[src/rtl/ultrasonic_ranger.sv]
// ultrasonic_ranger
// Drives an HC-SR04-style ultrasonic sensor and feeds the LCD distance path.
// Each cycle of operation fires a trigger pulse, times the echo pulse width,
// converts it to centimetres and writes the 16-bit result as two bytes
// (high, then low) into the display's distance FIFO.
//
// Optional build macro: ULTRASONIC_AVG_EN
//   When defined, valid results are smoothed with a 4-entry moving average
//   before emission (one extra cycle between measurement and emit).
//   When undefined, each raw measurement is emitted directly.
//
// Ports:
//   clk            core clock
//   rst            synchronous reset, active-high
//   echo           sensor echo (asynchronous, synchronized internally)
//   trig           sensor trigger
//   dis_fifo_full  downstream FIFO full
//   dis_data       byte to FIFO
//   dis_data_wr    FIFO write strobe, one cycle per byte
//   distance       last emitted distance
//   distance_valid one-cycle pulse when distance updates
//   drop_cnt       saturating count of results dropped on a full FIFO
module ultrasonic_ranger #(
  parameter int CLK_FREQ_MHZ    = 50,
  parameter int TRIG_US         = 10,
  parameter int US_PER_CM       = 58,
  parameter int PERIOD_US       = 60000,
  parameter int RISE_TIMEOUT_US = 30000,
  parameter int MAX_CM          = 400
) (
  input  logic        clk,
  input  logic        rst,
  input  logic        echo,
  output logic        trig,
  input  logic        dis_fifo_full,
  output logic [7:0]  dis_data,
  output logic        dis_data_wr,
  output logic [15:0] distance,
  output logic        distance_valid,
  output logic [7:0]  drop_cnt
);

  localparam int PW   = $clog2(CLK_FREQ_MHZ + 1);
  localparam int TMAX = (TRIG_US > RISE_TIMEOUT_US) ? TRIG_US : RISE_TIMEOUT_US;
  localparam int TW   = $clog2(TMAX + 1);
  localparam int PCW  = $clog2(PERIOD_US + 1);
  localparam int UW   = $clog2(US_PER_CM + 1);
  localparam logic [15:0] OOR = 16'h0FFF;  // out-of-range / timeout marker

  typedef enum logic [2:0] {
    S_IDLE, S_TRIG, S_WAIT_RISE, S_MEASURE, S_AVG, S_EMIT_HI, S_EMIT_LO
  } state_t;

  // State entered once a raw result is known.
`ifdef ULTRASONIC_AVG_EN
  localparam state_t S_POST = S_AVG;
`else
  localparam state_t S_POST = S_EMIT_HI;
`endif

  state_t          state_q;
  logic [PW-1:0]   presc_q;
  logic [PCW-1:0]  period_cnt_q;
  logic [TW-1:0]   tick_cnt_q;
  logic [UW-1:0]   us_cnt_q;
  logic [15:0]     cm_cnt_q;
  logic [15:0]     meas_q;
  logic            first_q;
  logic            trig_q;
  logic [7:0]      dis_data_q;
  logic            dis_data_wr_q;
  logic [15:0]     distance_q;
  logic            distance_valid_q;
  logic [7:0]      drop_cnt_q;

  // Echo synchronizer. Deliberately not reset so that the synchronized copy
  // keeps tracking the real pin level through a reset; IDLE relies on it to
  // hold off a new trigger while the sensor is still echoing.
  logic echo_m_q, echo_s_q, echo_p_q;
  always_ff @(posedge clk) begin
    echo_m_q <= echo;
    echo_s_q <= echo_m_q;
    echo_p_q <= echo_s_q;
  end

  logic echo_rise;
  assign echo_rise = echo_s_q & ~echo_p_q;

  logic us_tick;
  assign us_tick = (presc_q == PW'(CLK_FREQ_MHZ - 1));

  logic [15:0] emit_val;

`ifdef ULTRASONIC_AVG_EN
  logic [15:0] hist_q [4];
  logic        hist_vld_q;
  logic [15:0] avg_q;
  logic [17:0] sum_d;

  // Sum of the history as it will look once the new sample is shifted in.
  // The first valid sample stands in for all four entries.
  always_comb begin
    sum_d = {meas_q, 2'b00};
    if (hist_vld_q)
      sum_d = {2'b00, meas_q} + {2'b00, hist_q[0]} +
              {2'b00, hist_q[1]} + {2'b00, hist_q[2]};
  end

  assign emit_val = avg_q;
`else
  assign emit_val = meas_q;
`endif

  always_ff @(posedge clk) begin
    if (rst) begin
      state_q          <= S_IDLE;
      presc_q          <= '0;
      period_cnt_q     <= '0;
      tick_cnt_q       <= '0;
      us_cnt_q         <= '0;
      cm_cnt_q         <= '0;
      meas_q           <= '0;
      first_q          <= 1'b1;
      trig_q           <= 1'b0;
      dis_data_q       <= '0;
      dis_data_wr_q    <= 1'b0;
      distance_q       <= '0;
      distance_valid_q <= 1'b0;
      drop_cnt_q       <= '0;
`ifdef ULTRASONIC_AVG_EN
      for (int i = 0; i < 4; i++) hist_q[i] <= '0;
      hist_vld_q       <= 1'b0;
      avg_q            <= '0;
`endif
    end else begin
      dis_data_wr_q    <= 1'b0;
      distance_valid_q <= 1'b0;
      presc_q          <= us_tick ? '0 : presc_q + PW'(1);
      if (us_tick && period_cnt_q != PCW'(PERIOD_US))
        period_cnt_q <= period_cnt_q + PCW'(1);

      case (state_q)
        S_IDLE: begin
          if ((first_q || period_cnt_q == PCW'(PERIOD_US)) && !echo_s_q) begin
            state_q      <= S_TRIG;
            trig_q       <= 1'b1;
            first_q      <= 1'b0;
            period_cnt_q <= '0;
            tick_cnt_q   <= '0;
            // Re-phase the prescaler so the trigger spans exactly TRIG_US
            // whole microseconds and the period counts from trigger start.
            presc_q      <= '0;
          end
        end

        S_TRIG: begin
          if (us_tick) begin
            if (tick_cnt_q == TW'(TRIG_US - 1)) begin
              trig_q     <= 1'b0;
              tick_cnt_q <= '0;
              state_q    <= S_WAIT_RISE;
            end else begin
              tick_cnt_q <= tick_cnt_q + TW'(1);
            end
          end
        end

        S_WAIT_RISE: begin
          if (echo_rise) begin
            us_cnt_q <= '0;
            cm_cnt_q <= '0;
            state_q  <= S_MEASURE;
          end else if (us_tick) begin
            if (tick_cnt_q == TW'(RISE_TIMEOUT_US - 1)) begin
              meas_q  <= OOR;
              state_q <= S_POST;
            end else begin
              tick_cnt_q <= tick_cnt_q + TW'(1);
            end
          end
        end

        S_MEASURE: begin
          if (!echo_s_q) begin
            meas_q  <= cm_cnt_q;
            state_q <= S_POST;
          end else if (cm_cnt_q == 16'(MAX_CM + 1)) begin
            // Saturate without waiting for the echo to end.
            meas_q  <= OOR;
            state_q <= S_POST;
          end else if (us_tick) begin
            if (us_cnt_q == UW'(US_PER_CM - 1)) begin
              us_cnt_q <= '0;
              cm_cnt_q <= cm_cnt_q + 16'd1;
            end else begin
              us_cnt_q <= us_cnt_q + UW'(1);
            end
          end
        end

`ifdef ULTRASONIC_AVG_EN
        S_AVG: begin
          if (meas_q == OOR) begin
            avg_q <= meas_q;  // markers bypass and never pollute history
          end else begin
            avg_q      <= sum_d[17:2];
            hist_vld_q <= 1'b1;
            hist_q[0]  <= meas_q;
            if (hist_vld_q) begin
              hist_q[1] <= hist_q[0];
              hist_q[2] <= hist_q[1];
              hist_q[3] <= hist_q[2];
            end else begin
              hist_q[1] <= meas_q;
              hist_q[2] <= meas_q;
              hist_q[3] <= meas_q;
            end
          end
          state_q <= S_EMIT_HI;
        end
`endif

        S_EMIT_HI: begin
          // The full check happens once per result: either both bytes go
          // out or neither does, so the display never sees half a pair.
          if (dis_fifo_full) begin
            if (drop_cnt_q != 8'hFF) drop_cnt_q <= drop_cnt_q + 8'd1;
            state_q <= S_IDLE;
          end else begin
            dis_data_q    <= emit_val[15:8];
            dis_data_wr_q <= 1'b1;
            state_q       <= S_EMIT_LO;
          end
        end

        S_EMIT_LO: begin
          dis_data_q       <= emit_val[7:0];
          dis_data_wr_q    <= 1'b1;
          distance_q       <= emit_val;
          distance_valid_q <= 1'b1;
          state_q          <= S_IDLE;
        end

        default: state_q <= S_IDLE;
      endcase
    end
  end

  assign trig           = trig_q;
  assign dis_data       = dis_data_q;
  assign dis_data_wr    = dis_data_wr_q;
  assign distance       = distance_q;
  assign distance_valid = distance_valid_q;
  assign drop_cnt       = drop_cnt_q;

endmodule

[config.mk]
export PLATFORM = sky130hd
export DESIGN_NAME = ultrasonic_ranger
export DESIGN_NICKNAME = d
export VERILOG_FILES = /design/src/rtl/ultrasonic_ranger.sv
export SDC_FILE = /design/constraint.sdc
export NUM_CORES = 1
export LEC_CHECK = 0
export BUFFER_PORTS_ARGS = -buffer_cell sky130_fd_sc_hd__buf_2
export CORE_MARGIN = 1
export CORE_UTILIZATION = 40
export CTS_BUF_LIST = sky130_fd_sc_hd__clkbuf_8
export DETAILED_ROUTE_END_ITERATION = 16
export GPL_TIMING_DRIVEN = 0
export PLACE_DENSITY_LB_ADDON = 0.25
export SLEW_MARGIN = 20
export SYNTH_ARGS = -nofsm -noshare
export SYNTH_HDL_FRONTEND = slang
export SYNTH_SLANG_ARGS = --single-unit
[constraint.sdc]
create_clock -name clk -period 2.3 [get_ports clk]
set_input_delay 0.23 -clock clk [delete_from_list [all_inputs] [get_ports clk]]
set_output_delay 0.23 -clock clk [all_outputs]
set_load 0.01 [all_outputs]
==> impl_metrics.tcl, run 1 <==
set metrics [dict create \
    synth_cell_types 63 \
    status "finished clean" \
    antenna_found_initial 0 \
    max_stage_delay_ns 0.50 \
    synthCells 639 \
    overflow 0 \
    dp_hpwl_um 9330 \
    synthTopCellsByCount "dfxtp_1 (117), nand2_1 (79), nor2_1 (63), a21oi_1 (53), nand3_1 (29)" \
    leakagePower_nw 2.42 \
    place_ws_ns -0.126 \
    yosys_warnings 0 \
    synth_fp_nets 654 \
    cp-start-kind "register" \
    fp.dieW_um 119 \
    cpLargestDelayFamily "simple AND/OR/NAND/NOR gates" \
    layout_setup_ws_ns 0.0722 \
    htreeDepth 4 \
    hold_path_class "in -> reg" \
    synthesis.area_mm2 0.00545 \
    n_antenna_cell 0 \
    slew_viol_final 0 \
    seq_area_frac_synth 0.430 \
    fin_nets 723 \
    die_area_mm2 0.0141 \
    numCtsBuffers 17 \
    cts_sinks 117 \
    p_total_mw 4.84 \
    cts_buffer_depth 2 \
    synth-seq-cells 117 \
    setup_violations 0 \
    cp_max_fo 9 \
    power.density_mw_per_mm2 733 \
    synth.top_cell.area_share 0.430 \
    max_freq_ghz 0.449 \
    placed_cell_area_mm2 0.00586 \
    grt_start_max_net_pins 17 \
    final_area_mm2 0.00660 \
    grt_pass1_vias 4620 \
    dominantRegCellSynth "dfxtp_1" \
    async_flop_share 0 \
    max-slew-margin-rel 0.545 \
    track_usage 0.197 \
    path_buf_inv 3 \
    cts-root-buf "clkbuf_8" \
    drt_wl_total_um 13400 \
    vias 4844 \
    cp-end-kind "register" \
    io_buffers 38 \
    postSynthAreaPerCell_um2 8.53 \
    drt-initial-drc-count 323 \
    worstSetupPathType "reg -> reg" \
    clk_pin_slew_ns 0.08 \
    design.core.area_mm2 0.0132 \
    die_y_um 119 \
    fin_crit_sh 0.969 \
    via_per_inst 5.40 \
    yosysMostFrequentCell "dfxtp_1" \
    grt_pass1_wl_um 22100 \
    pin_count 39 \
    fin_util 0.498 \
    postRouteAntennaNets 0 \
    cts_tree "done" \
    cp_slowest_cell "or4_1" \
    place_congestion 0.878 \
    routedWlPerCell_um 15.0 \
    tightest_slew_ns 0.673 \
    period_needed_ns 2.23 \
    synth_edf_count 0 \
    fin_setup_tns_ns 0 \
    hold_viol 0 \
    fin_worst_skew_ns 0.00960 \
    initial_core_util 0.411 \
    synth_area_leaders "dfxtp_1 (43%), nand2_1 (5.4%), a21oi_1 (4.9%)" \
    drive_gt1_frac 0.212 \
    clk_latency_ns 0.45 \
    cp.required_ns 2.68 \
    rows 42 \
    synth_area_leader_cell "dfxtp_1" \
    maxCapViolCount 0 \
    ir_drop_uv 580 \
    worstPathCellList "inv_1 > ha_1 > nor3b_1 > nand4_1 > buf_4 > a31oi_4 > or2_1 > buf_6 > or4_1 > a21oi_1" \
    drtPass1Iterations 5 \
    syn_to_final_growth_pct 21.2 \
    drcViolationCount 0 \
    cp.arrival_ns 2.61 \
    rsz0062_at_grt "yes" \
]
## placed cells by master (no fill, tap or decap), types with 4 or more instances in the layout
cell type and instances:
nor2_1 62, clkbuf_1 21, clkinvlp_4 5, nand4_1 16, dfxtp_1 111, buf_2 41, o21ai_1 6, nand2_1 79
a21o_1 6, xnor2_1 20, a21oi_1 50, nand3_1 28, nand2b_1 10, buf_4 11, o221a_2 12, ha_1 10
inv_1 17, nor4_1 12, o21ai_0 15, dfxtp_2 5, or3_1 10, and2_1 4, mux2_2 8, clkbuf_8 20
nor3_1 14, xor2_1 10, and3_1 15, nor2b_1 8
## layer usage
layer / share of wire / global-route usage / vias up
li1: - / - / 2427
met1: 0.45 / 0.242 / 2279
met2: 0.49 / 0.330 / 121
met3: 0.043 / 0.0468 / 17
met4: 0.014 / 0.0815 / 0
met5: 0 / 0 / -
## flip-flops by register name, summed over array words and instances (netlist names)
signal and cells:
us_cnt_q 6, first_q 1, cm_cnt_q 16, period_cnt_q 16, echo_s_q 1, drop_cnt 8
state_q 3, dis_data 8, distance_valid 1, echo_m_q 1, emit_val 16, echo_p_q 1
tick_cnt_q 15, dis_data_wr 1, trig 1, distance 16, presc_q 6
## through the flow
| step | std cells | hold slack [ns] |
|---|---|---|
| 6_report | 897 | 0.187 |
| 5_1_grt | 897 | 0.215 |
| 4_1_cts | 886 | 0.155 |
| 3_5_place_dp | 853 | 0.331 |
| 3_3_place_gp | 853 | 0.321 |
| 2_1_floorplan | 639 | 0.258 |
## where the power goes
group | internal, mW | switching (mW)
registers | 2.07 | 0.0439
logic | 0.252 | 0.443
clock network | 1.15 | 0.869
## path summary, 6_finish.rpt
| kind | endpoint | cells after the start | slack, ns | startpoint |
|---|---|---|---|---|
| max | us_cnt_q[4] | 10 | 0.07 | cm_cnt_q[1] |
| min | state_q[1] | 4 | 0.19 | dis_fifo_full |
| max reg2reg | us_cnt_q[4] | 10 | 0.07 | cm_cnt_q[1] |
| min reg2reg | echo_s_q | 0 | 0.34 | echo_m_q |
## layout make-up
class,count,area [µm²]
plain buffers,30,138
flip-flops and latches,117,2350
clock inverters,12,154
multi-input cells,471,3090
fillers,1310,6640
clock buffers,20,275
well taps,176,220
inverters,20,75.1
repair buffers,51,294
## tightest hold or removal path, delay by kind of cell
kind                   cells  cell delay, ns
AO/OA/AOI/OAI              1            0.10
multiplexers               1            0.06
AND/OR/NAND/NOR            1            0.08
buffers and inverters      1            0.12
## cell families after synthesis
group / synth area share
xor gates and xnor gates: 0.0482
and+or+nand+nor: 0.282
DFF: 0.430
AOI/OAI and AO/OA: 0.155
adders and majority gates: 0.0253
buffers and inverters: 0.0379
muxes: 0.0220
## what timing repair did
item / 4_1_cts / 5_1_grt
endpoints found under the setup margin: 39 / 52
cloned: 0 / 1
resized for setup: 7 / 51
endpoints found under the hold margin: 1 / 0
hold buffers: 1 / 0
pin swaps: 0 / 15
setup buffers: 0 / 11
No activity file was read; power rests on OpenSTA's default activity.
==> inputs of run 2 (changes only) <==
Settings changed: CORE_UTILIZATION 40 to 62.
==> impl_metrics.tcl, run 2 (synthesized netlist as in run 1, its figures left out) <==
set metrics [dict create \
    status "finished clean" \
    max_freq_ghz 0.439 \
    r2r_end "tick_cnt_q[5]" \
    design.core.area_mm2 0.00834 \
    cp.arrival_ns 2.61 \
    n_antenna_cell 0 \
    cts_sinks 117 \
    final_common_cell "dfxtp_1" \
    setup_violations 0 \
    drtPass1Iterations 6 \
    numCtsBuffers 17 \
    die_area_mm2 0.00917 \
    cp_max_fo 7 \
    maxCapViolCount 0 \
    fin_setup_tns_ns 0 \
    via_per_inst 6.24 \
    placed_cell_area_mm2 0.00577 \
    hold_viol 0 \
    postRouteAntennaNets 0 \
    final-seq-area_mm2 0.00235 \
    p_total_mw 4.83 \
    syn_to_final_growth_pct 18.3 \
    grt_start_max_net_pins 17 \
    routedWlPerCell_um 16.8 \
    slew_viol_final 0 \
    final_area_mm2 0.00644 \
    fp.dieW_um 95.7 \
    cp-start-kind "register" \
    drcViolationCount 0 \
    cts_buffer_depth 2 \
    power.density_mw_per_mm2 750 \
    overflow 0 \
    worstSetupPathType "reg -> reg" \
    ir_drop_uv 531 \
    clk_latency_ns 0.45 \
    grt_pass1_vias 4532 \
    cts_tree "done" \
    tightest_slew_ns 0.655 \
    dp_hpwl_um 8870 \
    pin_count 39 \
    grt_pass1_wl_um 20900 \
    layout_common_cells "dfxtp_1 (113), nand2_1 (79), nor2_1 (62), a21oi_1 (52), buf_2 (41)" \
    regToRegStartpoint "tick_cnt_q[4]" \
    drt_wl_total_um 13800 \
    fin_util 0.773 \
    vias 5138 \
    reg2reg_depth 6 \
    drive_gt1_frac 0.202 \
    min_to "dis_data_wr" \
    cp-end-kind "register" \
    htreeDepth 4 \
    cts-root-buf "clkbuf_8" \
    holdWs_ns 0.180 \
    fin_crit_sh 0.990 \
    cp.required_ns 2.63 \
    max-slew-margin-rel 0.558 \
    fin_nets 721 \
    filler_cell_count 549 \
    io_buffers 38 \
    min_path_cells 4 \
    hold_path_class "in -> reg" \
    hold_start "dis_fifo_full" \
    fin_worst_skew_ns 0.0140 \
    rows 33 \
    leakagePower_nw 2.40 \
    place_congestion 0.926 \
    clk_pin_slew_ns 0.09 \
    multi_input_area_mm2 0.00306 \
    period_needed_ns 2.28 \
    initial_core_util 0.653 \
    r2r_setup_slack_ns 0.02 \
    drt-initial-drc-count 367 \
    antenna_found_initial 0 \
    track_usage 0.295 \
    die_y_um 95.7 \
]
run 2: changes by cell type in the layout (fill, tap and decap cells not counted), moves of 3 or more:
| cell | delta |
|---|---|
| inv_8 | +4 |
| o21ai_0 | +5 |
| inv_6 | +7 |
| clkbuf_8 | -3 |
| o21ai_1 | -4 |
| clkinvlp_4 | -4 |
run 2: what timing repair did:
item / CTS / global route
resized for setup: 6 / 35
setup buffers: 0 / 10
hold endpoints to repair: 1 / 0
endpoints found under the setup margin: 36 / 65
hold buffers: 1 / 0
pin swaps: 0 / 8
run 2: per-layer routing:
layer	vias up	routed length [µm]	track usage
li1	2421	-	-
met1	2430	5550	0.349
met2	244	7020	0.508
met3	43	908	0.0727
met4	0	333	0.128
met5	-	0	0
run 2: how the worst max path moves through the flow:
stage                          from            end  slack, ns  cells past startpoint
finish                tick_cnt_q[4]  tick_cnt_q[5]       0.02                      6
global route        period_cnt_q[3]  tick_cnt_q[7]      -0.05                      8
CTS                     us_cnt_q[0]    cm_cnt_q[8]      0.001                      7
detailed placement         echo_s_q   cm_cnt_q[13]      -0.11                      5
global placement           echo_s_q    cm_cnt_q[9]      -0.08                      5
floorplan               cm_cnt_q[1]    us_cnt_q[4]       0.24                      9
run 2: layout make-up:
class                      count  share of cell area
buffer                        30              0.0208
clock buffer                  17              0.0363
clock inverter                15              0.0283
inverter                      20              0.0116
multi-input combinational    471               0.475
sequential                   117               0.365
tap                          105              0.0204
timing repair buffer          49              0.0427
run 2: where the power goes:
part,total (mW),internal [mW],switching (mW),leakage [nW]
clock,2.01,1.02,0.991,0.211
combinational,0.712,0.243,0.468,1.24
sequential,2.12,2.07,0.0430,0.947
total,4.83,3.33,1.50,2.40
run 2: critical path, stage by stage, from the launching register on:
cell	delay [ns]
dfxtp_1	0.38
or3_1	0.47
nor4_4	0.34
nor3_1	0.15
or2_4	0.29
and3_1	0.22
a221o_1	0.32
run 2: stage by stage:
| step | setup slack, ns | cells |
|---|---|---|
| after floorplan | 0.241 | 639 |
| after global placement | -0.0782 | 782 |
| after detailed placement | -0.107 | 782 |
| after CTS | 0.00132 | 815 |
| after global routing | -0.0462 | 824 |
| final | 0.0234 | 824 |
